**src/rtl/dcache_uncached_responder.sv**
```systemverilog
// Uncached data-access responder: buffers stores, issues loads after the buffer
// drains, and drives a single-outstanding SRAM-like bus toward the AXI bridge.
module dcache_uncached_responder #(
  parameter int SB_DEPTH = 2,
  parameter int SB_PTR_W = 1
) (
  input  logic        clk,
  input  logic        rst,
  input  logic        flush_i,
  input  logic        valid_i,
  input  logic        op_i,
  input  logic [31:0] virtual_addr_i,
  input  logic [31:0] wdata_i,
  input  logic [3:0]  wstrb_i,
  output logic        addr_ok_o,
  output logic        data_ok_o,
  output logic [31:0] rdata_o,
  output logic        busy_o,
  output logic        bus_req_o,
  output logic        bus_we_o,
  output logic [31:0] bus_addr_o,
  output logic [31:0] bus_wdata_o,
  output logic [3:0]  bus_wstrb_o,
  input  logic        bus_addr_ok_i,
  input  logic        bus_data_ok_i,
  input  logic [31:0] bus_rdata_i
);

  typedef enum logic [2:0] {S_IDLE, S_WR_REQ, S_WR_WAIT, S_RD_REQ, S_RD_WAIT} state_t;

  localparam logic [SB_PTR_W:0] LP_SB_FULL = (SB_PTR_W+1)'(SB_DEPTH);

  state_t              r_state;
  logic [31:0]         r_sb_addr  [SB_DEPTH];
  logic [31:0]         r_sb_wdata [SB_DEPTH];
  logic [3:0]          r_sb_wstrb [SB_DEPTH];
  logic [SB_PTR_W-1:0] r_head, r_tail;
  logic [SB_PTR_W:0]   r_count;
  logic [31:0]         r_ld_addr, r_rdata;
  logic                r_data_ok, r_cancel;

  logic              w_in_wr, w_in_rd, w_pop, w_rd_done, w_cancel;
  logic              w_st_accept, w_ld_accept, w_accept;
  logic [SB_PTR_W:0] w_count_next;

  assign w_in_wr   = (r_state == S_WR_REQ) || (r_state == S_WR_WAIT);
  assign w_in_rd   = (r_state == S_RD_REQ) || (r_state == S_RD_WAIT);
  // A write (or read) completes in *_REQ only when addr_ok and data_ok coincide.
  assign w_pop     = bus_data_ok_i && ((r_state == S_WR_WAIT) ||
                                       (r_state == S_WR_REQ && bus_addr_ok_i));
  assign w_rd_done = bus_data_ok_i && ((r_state == S_RD_WAIT) ||
                                       (r_state == S_RD_REQ && bus_addr_ok_i));
  assign w_cancel  = r_cancel || flush_i;

  assign w_st_accept = valid_i && op_i && ((r_count != LP_SB_FULL) || w_pop);
  assign w_ld_accept = valid_i && !op_i && (r_state == S_IDLE) &&
                       (r_count == '0) && !w_pop;
  assign w_accept    = w_st_accept || w_ld_accept;

  // NOTE: reset also gates the combinational handshake outputs so every output reads 0 in reset.
  assign addr_ok_o = rst && w_accept;
  assign busy_o    = rst && ((valid_i && !w_accept) || (w_in_rd && !w_cancel));
  assign data_ok_o = r_data_ok;
  assign rdata_o   = r_rdata;

  assign bus_req_o   = (r_state == S_WR_REQ) || (r_state == S_RD_REQ);
  assign bus_we_o    = w_in_wr;
  assign bus_addr_o  = w_in_wr ? r_sb_addr[r_head] : (w_in_rd ? r_ld_addr : '0);
  assign bus_wdata_o = w_in_wr ? r_sb_wdata[r_head] : '0;
  assign bus_wstrb_o = w_in_wr ? r_sb_wstrb[r_head] : '0;

  // NOTE: every variable written in always_comb gets a default first, so no latch is inferred.
  always_comb begin
    w_count_next = r_count;
    if (w_st_accept && !w_pop)      w_count_next = r_count + (SB_PTR_W+1)'(1);
    else if (!w_st_accept && w_pop) w_count_next = r_count - (SB_PTR_W+1)'(1);
  end

  // NOTE: store-buffer storage has no reset; the count alone says which entries are live.
  always_ff @(posedge clk) begin
    if (w_st_accept) begin
      r_sb_addr[r_tail]  <= virtual_addr_i;
      r_sb_wdata[r_tail] <= wdata_i;
      r_sb_wstrb[r_tail] <= wstrb_i;
    end
  end

  // NOTE: sequential state uses non-blocking assignments only.
  always_ff @(posedge clk or negedge rst) begin
    if (!rst) begin
      r_head  <= '0;
      r_tail  <= '0;
      r_count <= '0;
    end else begin
      if (w_st_accept) r_tail <= r_tail + SB_PTR_W'(1);
      if (w_pop)       r_head <= r_head + SB_PTR_W'(1);
      r_count <= w_count_next;
    end
  end

  always_ff @(posedge clk or negedge rst) begin
    if (!rst) begin
      r_state   <= S_IDLE;
      r_ld_addr <= '0;
      r_rdata   <= '0;
      r_data_ok <= 1'b0;
      r_cancel  <= 1'b0;
    end else begin
      r_data_ok <= w_st_accept;
      case (r_state)
        S_IDLE: begin
          r_cancel <= 1'b0;
          if (w_ld_accept) begin
            r_ld_addr <= {virtual_addr_i[31:2], 2'b00};
            r_state   <= S_RD_REQ;
          end else if (r_count != '0) begin
            r_state <= S_WR_REQ;
          end
        end
        S_WR_REQ, S_WR_WAIT: begin
          if (w_pop)
            r_state <= (w_count_next != '0) ? S_WR_REQ : S_IDLE;
          else if (r_state == S_WR_REQ && bus_addr_ok_i)
            r_state <= S_WR_WAIT;
        end
        S_RD_REQ, S_RD_WAIT: begin
          if (w_rd_done) begin
            // A flush arriving with the bus response still cancels it.
            if (!w_cancel) begin
              r_rdata   <= bus_rdata_i;
              r_data_ok <= 1'b1;
            end
            r_cancel <= 1'b0;
            r_state  <= S_IDLE;
          end else begin
            if (flush_i) r_cancel <= 1'b1;
            if (r_state == S_RD_REQ && bus_addr_ok_i) r_state <= S_RD_WAIT;
          end
        end
        default: r_state <= S_IDLE;
      endcase
    end
  end

endmodule
```
**config.mk**
```make
export PLATFORM = sky130hd
export DESIGN_NAME = dcache_uncached_responder
export DESIGN_NICKNAME = d
export VERILOG_FILES = /design/src/rtl/dcache_uncached_responder.sv
export SDC_FILE = /design/constraint.sdc
export NUM_CORES = 1
export LEC_CHECK = 0
export BUFFER_PORTS_ARGS = -buffer_cell sky130_fd_sc_hd__buf_2
export CAP_MARGIN = 30
export CORE_MARGIN = 2
export CORE_UTILIZATION = 40
export CTS_BUF_LIST = sky130_fd_sc_hd__clkbuf_8
export DETAILED_ROUTE_END_ITERATION = 12
export GPL_ROUTABILITY_DRIVEN = 0
export GPL_TIMING_DRIVEN = 0
export SYNTH_ARGS = -nofsm -noshare
export SYNTH_HDL_FRONTEND = slang
export SYNTH_SLANG_ARGS = --single-unit
```
**constraint.sdc**
```tcl
create_clock -name clk -period 10.65 [get_ports clk]
set_input_delay 2.6625 -clock clk [delete_from_list [all_inputs] [get_ports clk]]
set_output_delay 2.6625 -clock clk [all_outputs]
set_load 0.02 [all_outputs]
```
# [Word-level counts from Yosys, hierarchy flattened]
# Memory sizes are Yosys's and may differ from the RTL's.
# Cells that the tools add are included.
[totals] regBits=71 ram_bits=136 inputBits=107 output_inout_bits=105 elab_cells=88 memories=3
[op_classes] n_addsub=4 eq_ne=9 mux=22 n_bitwise=1 n_reduce_logical=41
[memory_table] memory="r_sb_addr" words=2 word_bits=32 rd=1 rd_clocked_by_memory_dff=0 write_ports=1 line="34" text="logic [31:0] r_sb_addr [SB_DEPTH];"
[memory_table] memory="r_sb_wdata" words=2 word_bits=32 rd=1 rd_clocked_by_memory_dff=0 write_ports=1 line="35" text="logic [31:0] r_sb_wdata [SB_DEPTH];"
[memory_table] memory="r_sb_wstrb" words=2 word_bits=4 rd=1 rd_clocked_by_memory_dff=0 write_ports=1 line="36" text="logic [3:0] r_sb_wstrb [SB_DEPTH];"
[op_table] op="$mux W32" count=3
[op_table] op="$mux W3" count=6
[op_table] op="$logic_and A1 B1 Y1" count=16
[op_table] op="$logic_or A1 B1 Y1" count=9
[op_table] op="$ne A3 B3 Y1 const B" count=3
[op_table] op="$pmux W3 S3" count=1
[op_table] op="$mux W1" count=8
[op_table] op="$eq A3 B2 Y1 const B" count=2
[op_table] op="$reduce_and A3 Y1" count=2
[op_table] op="$reduce_bool A2 Y1" count=3
[op_table] op="$logic_not A1 Y1" count=5
[op_table] op="$mux W2" count=2
[op_table] op="$mux W4" count=1
[op_table] op="$reduce_and A2 Y1" count=2
[op_table] op="$reduce_or A2 Y1" count=2
[op_table] op="$eq A3 B1 Y1 const B" count=1
[op_table] op="$eq A3 B3 Y1 const B" count=1
[op_table] op="$logic_not A3 Y1" count=1
[op_table] op="$ne A3 B2 Y1 const B" count=1
[op_table] op="$add A1 B1 Y1 const B" count=2
[op_table] op="$add A2 B1 Y2 const B" count=1
[op_table] op="$logic_not A2 Y1" count=1
[op_table] op="$ne A2 B2 Y1 const B" count=1
[op_table] op="$pmux W1 S2" count=1
[op_table] op="other kinds (2)" count=2

# [Logic depth before layout (Yosys ltp)]
[depth] ltp_word=14 mapped_depth=8

# [Least setup slack after synthesis]
# No wires, ideal clock.
[synth_path] path_type="input-to-reg" from="input bus_addr_ok_i" to="memory r_sb_addr[0][0], enable pin" setup_ns=0.494 t_arrival_ns=6.020 setup_slack_ns=4.136 cell_stages=4 path_buffers=0 path_cell_list="and3b_1 o21ai_2 a21o_1 nor2_1"
[synth_via] elab_chain_cells=7
[synth_lines] element="start: declaration" line="24" text="input logic bus_addr_ok_i,"
[synth_lines] element="$logic_and A1 B1 Y1" line="50" text="(r_state == S_WR_REQ && bus_addr_ok_i));"
[synth_lines] element="$logic_or A1 B1 Y1" line="49" text="assign w_pop = bus_data_ok_i && ((r_state == S_WR_WAIT) ||"
[synth_lines] element="$logic_and A1 B1 Y1" line="49"
[synth_lines] element="$logic_or A1 B1 Y1" line="55" text="assign w_st_accept = valid_i && op_i && ((r_count != LP_SB_FULL) || w_pop);"
[synth_lines] element="$logic_and A1 B1 Y1" line="55"
[synth_lines] element="$mux W1" line="81" text="if (w_st_accept) begin"
[synth_lines] element="$mux W1 (not written as such)" line="82" text="r_sb_addr[r_tail] <= virtual_addr_i;"
[synth_lines] element="end: declaration" line="34"
# Every way passes these cells.

# [Worst setup path in the final report]
[layout_path] from="input bus_addr_ok_i" to="output addr_ok_o"
[layout_via] elab_chain_cells=7 elab_cells_between_ends=9 classes_between="9 x reduce/logical"
[layout_lines] element="$logic_and A1 B1 Y1 (*)" line="50"
[layout_lines] element="$logic_or A1 B1 Y1 (*)" line="49"
[layout_lines] element="$logic_and A1 B1 Y1 (*)" line="49"
[layout_lines] element="$logic_or A1 B1 Y1 or $logic_not A1 Y1 (tied branches)" line="55, 57"
[layout_lines] element="$logic_and A1 B1 Y1 (on tied branches)" line="55, 57"
[layout_lines] element="$logic_or A1 B1 Y1 (*)" line="58" text="assign w_accept = w_st_accept || w_ld_accept;"
[layout_lines] element="$logic_and A1 B1 Y1 (*)" line="61" text="assign addr_ok_o = rst && w_accept;"
[layout_lines] element="end: declaration" line="15" text="output logic addr_ok_o,"
# Every way passes the cells marked *; elsewhere a longest branch is shown, timed or not.

==> results.yml <==
logic_synthesis:
  synth_top_area_share: 0.4823
  seq_area_frac_synth: 0.6922
  synthesis.area_um2: 8467
  synth.avg_cell_area_um2: 16.10
  synth.area.top_cells: "sky130_fd_sc_hd__edfxtp_1, sky130_fd_sc_hd__dfrtp_1, sky130_fd_sc_hd__mux2_4"
  netlist.top_cell.by_area: "sky130_fd_sc_hd__edfxtp_1"
  syn-instance-count: 526
  synthesis.yosys.warnings: 0
  syn-num-nets: 635
  ys_types: 42
  ys_seq_elements: 207
floorplanning:
  fp.dieArea_um2: 22350
  rows: 53
  start_util: 0.4053
  placeableCoreArea_um2: 20890
  fp.dieW_um: 149.5
  design.portCount: 212
  die_height_um: 149.5
timing:
  fin_crit_ps: 6552
  unrepaired_setup_endpoints_after_global_routing: "no"
  totalNegativeSetupSlack_ps: 0
  clock.fmax_mhz: 152.6
  timing.slew.headroom: 0.4688
  finalHoldViolations: 0
  final-max-slew-violation-count: 0
  final-setup-viol-count: 0
  final_min_period_over_clock_period: 0.6152
  max_slew.worst_pin.slew_ps: 796.8
  timing.clock.skew_ps: 14.13
cts:
  cts-resized-gates: 0
  cts_num_sinks: 207
  maximum_number_of_buffers_from_clock_root_to_sink: 3
  cts.htree.levels: 2
  holdBufCountCts: 0
  cts_post_setup_buffers_inserted: 0
  clk_latency_ps: 500
  clockRootBuffer: "sky130_fd_sc_hd__clkbuf_8"
  clkTransAtPathRegs_ps: 50
  cts_tree: "done"
  cts-buffers-inserted: 36
worst_setup_path:
  timing.setup.critical_path_class: "in2out"
  startpoint_class: "primary input"
  critPathRequiredTime_ps: 7990
  worstSetupEndpointType: "primary output"
  critical_path_arrival_ps: 3890
  crit_fanout: 7
drt:
  postRouteAntennaNets: 0
  drt_first_iter_violations: 190
  routed_wire_length_um: 17940
  routed_via_density: 4.766
  drc: 0
  drt_pre_antenna_iters: 5
  vias: 5157
  detail_route.wl_per_cell_um: 16.58
layout:
  area_used_by_multi_input_combinational_logic_um2: 2426
  post-route-util: 0.5085
  area.sequential_um2: 5861
  final_layout_size_suffix_gt1_frac: 0.4287
  diodes: 0
  syn2layout_area_growth_pct: 25.45
  num-fill-cells: 1862
  final_nets: 888
power_and_ir_drop:
  report.power.total_w: 0.002992
  ir_drop_mv: 0.1184
  power_density_nw_per_um2: 281.7
  leakagePower_nw: 4.868
placed_design:
  portBuffers: 211
  dp_hpwl_um: 12110
hold_path:
  min-delay-path-class: "reg2reg"
grt:
  grt_pass1_wl_um: 27990
  groute.usage.overall: 0.1607
  grt_antenna_before_repair: 1
  grt_max_degree: 57
  grt_overflow: 0
  number_of_global_route_vias_before_repair: 5282
outcome:
  outcome: "finished, final reports clean"
job:
  drv.max_cap_violation_count: 0
==> final timing paths <==
kind                                                    end                    start  slack [ps]  cells past startpoint
worst max register to register  r_sb_wdata[0][24]$_DFFE_PP_   r_state[1]$_DFFE_PN0P_        8020                      7
max in group asynchronous         r_ld_addr[27]$_DFFE_PN0P_                      rst        8020                      2
worst min-delay path                rdata_o[15]$_DFFE_PN0P_  rdata_o[15]$_DFFE_PN0P_         510                      1
worst min register to register      rdata_o[15]$_DFFE_PN0P_  rdata_o[15]$_DFFE_PN0P_         510                      1
min in group asynchronous           rdata_o[20]$_DFFE_PN0P_                      rst        2040                      1
worst max-delay path                              addr_ok_o            bus_addr_ok_i        4100                      6
==> synth_stat cells, drive strengths merged <==
master	count
nand3	3
a21o	3
o32ai	1
nand4b	1
nor2	42
a221oi	1
clkbuf	14
a32o	1
a31oi	1
o21ai	35
and2b	2
edfxtp	136
nor3	1
and3	1
ha	2
nor4b	1
nor2b	4
mux2i	68
a22o	2
and2	1
dfrtp	71
o32a	1
mux2	62
o211ai	1
o21bai	3
a21boi	3
buf	15
xnor2	4
nand2b	3
a41oi	1
inv	5
nand2	33
and3b	1
a21oi	2
a222oi	1
==> state kept, by name, summed over array words and instances, names as in the netlist <==
register    cells
r_sb_addr      64
r_sb_wdata     64
rdata_o        32
r_ld_addr      30
r_sb_wstrb      8
r_state         3
r_count         2
data_ok_o       1
r_cancel        1
r_head          1
r_tail          1
==> routing by layer <==
metal	routed length, µm	vias up	track usage
li1	-	2450	-
met1	7922	2496	0.2132
met2	8394	192	0.2553
met3	1380	19	0.05152
met4	242	0	0.04524
met5	0	-	0
==> logic make-up after synthesis <==
group | count (synthesis) | share of synthesized area
adder cells (fa/ha/maj) | 2 | 0.002955
multiplexers | 130 | 0.1877
AND/OR/NAND/NOR | 93 | 0.04936
XOR/XNOR | 4 | 0.004137
buffers and inverters | 34 | 0.02246
flip-flops | 207 | 0.6922
AO/OA/AOI/OAI | 56 | 0.04123
==> through the flow <==
step | instances | area [µm²] | hold WS [ps] | setup WS [ps]
after global routing | 1082 | 10620 | 524.5 | 3962
after global placement | 1012 | 9867 | 476.1 | 1911
after detailed placement | 1016 | 9975 | 487.5 | 4109
after CTS | 1082 | 10620 | 508.4 | 4113
after floorplan | 526 | 8467 | 460.3 | 4136
final | 1082 | 10620 | 507.2 | 4098
==> cell usage in the layout (no fill, tap or decap), drive strengths merged, types with 2 or more instances in the layout <==
cell type  count
ha             2
o21bai         3
inv           17
nor2b          4
nand3          3
nand2b         3
buf          230
clkinv        13
edfxtp       136
nand2         33
dfrtp         71
a21o           3
a21boi         3
nor2          42
mux2          62
and2b          2
clkbuf        52
mux2i         68
a22o           2
xnor2          4
clkinvlp       3
o21ai         35
a21oi          2
==> cell type report <==
class / instances / share of cell area
clock buffers: 38 / 0.04924
flip-flops and latches: 207 / 0.5518
well taps: 275 / 0.03239
repair buffers: 215 / 0.1086
inverters: 5 / 0.001767
clock inverters: 28 / 0.01166
multi-input cells: 285 / 0.2284
plain buffers: 29 / 0.01614
==> critical path, stage by stage <==
cell and delay, ps:
sky130_fd_sc_hd__buf_2 140, sky130_fd_sc_hd__and3b_1 210, sky130_fd_sc_hd__o21ai_2 290, sky130_fd_sc_hd__a21o_1 280, sky130_fd_sc_hd__a21boi_0 120, sky130_fd_sc_hd__buf_2 180
==> report_power, final <==
part           total (W)  internal (W)  switching [W]
clock           0.000639      0.000332       0.000307
combinational    0.00121      0.000488       0.000718
sequential       0.00115       0.00106      0.0000883
total            0.00299       0.00188        0.00111
Note: power is estimated with default switching activity, not from simulation.
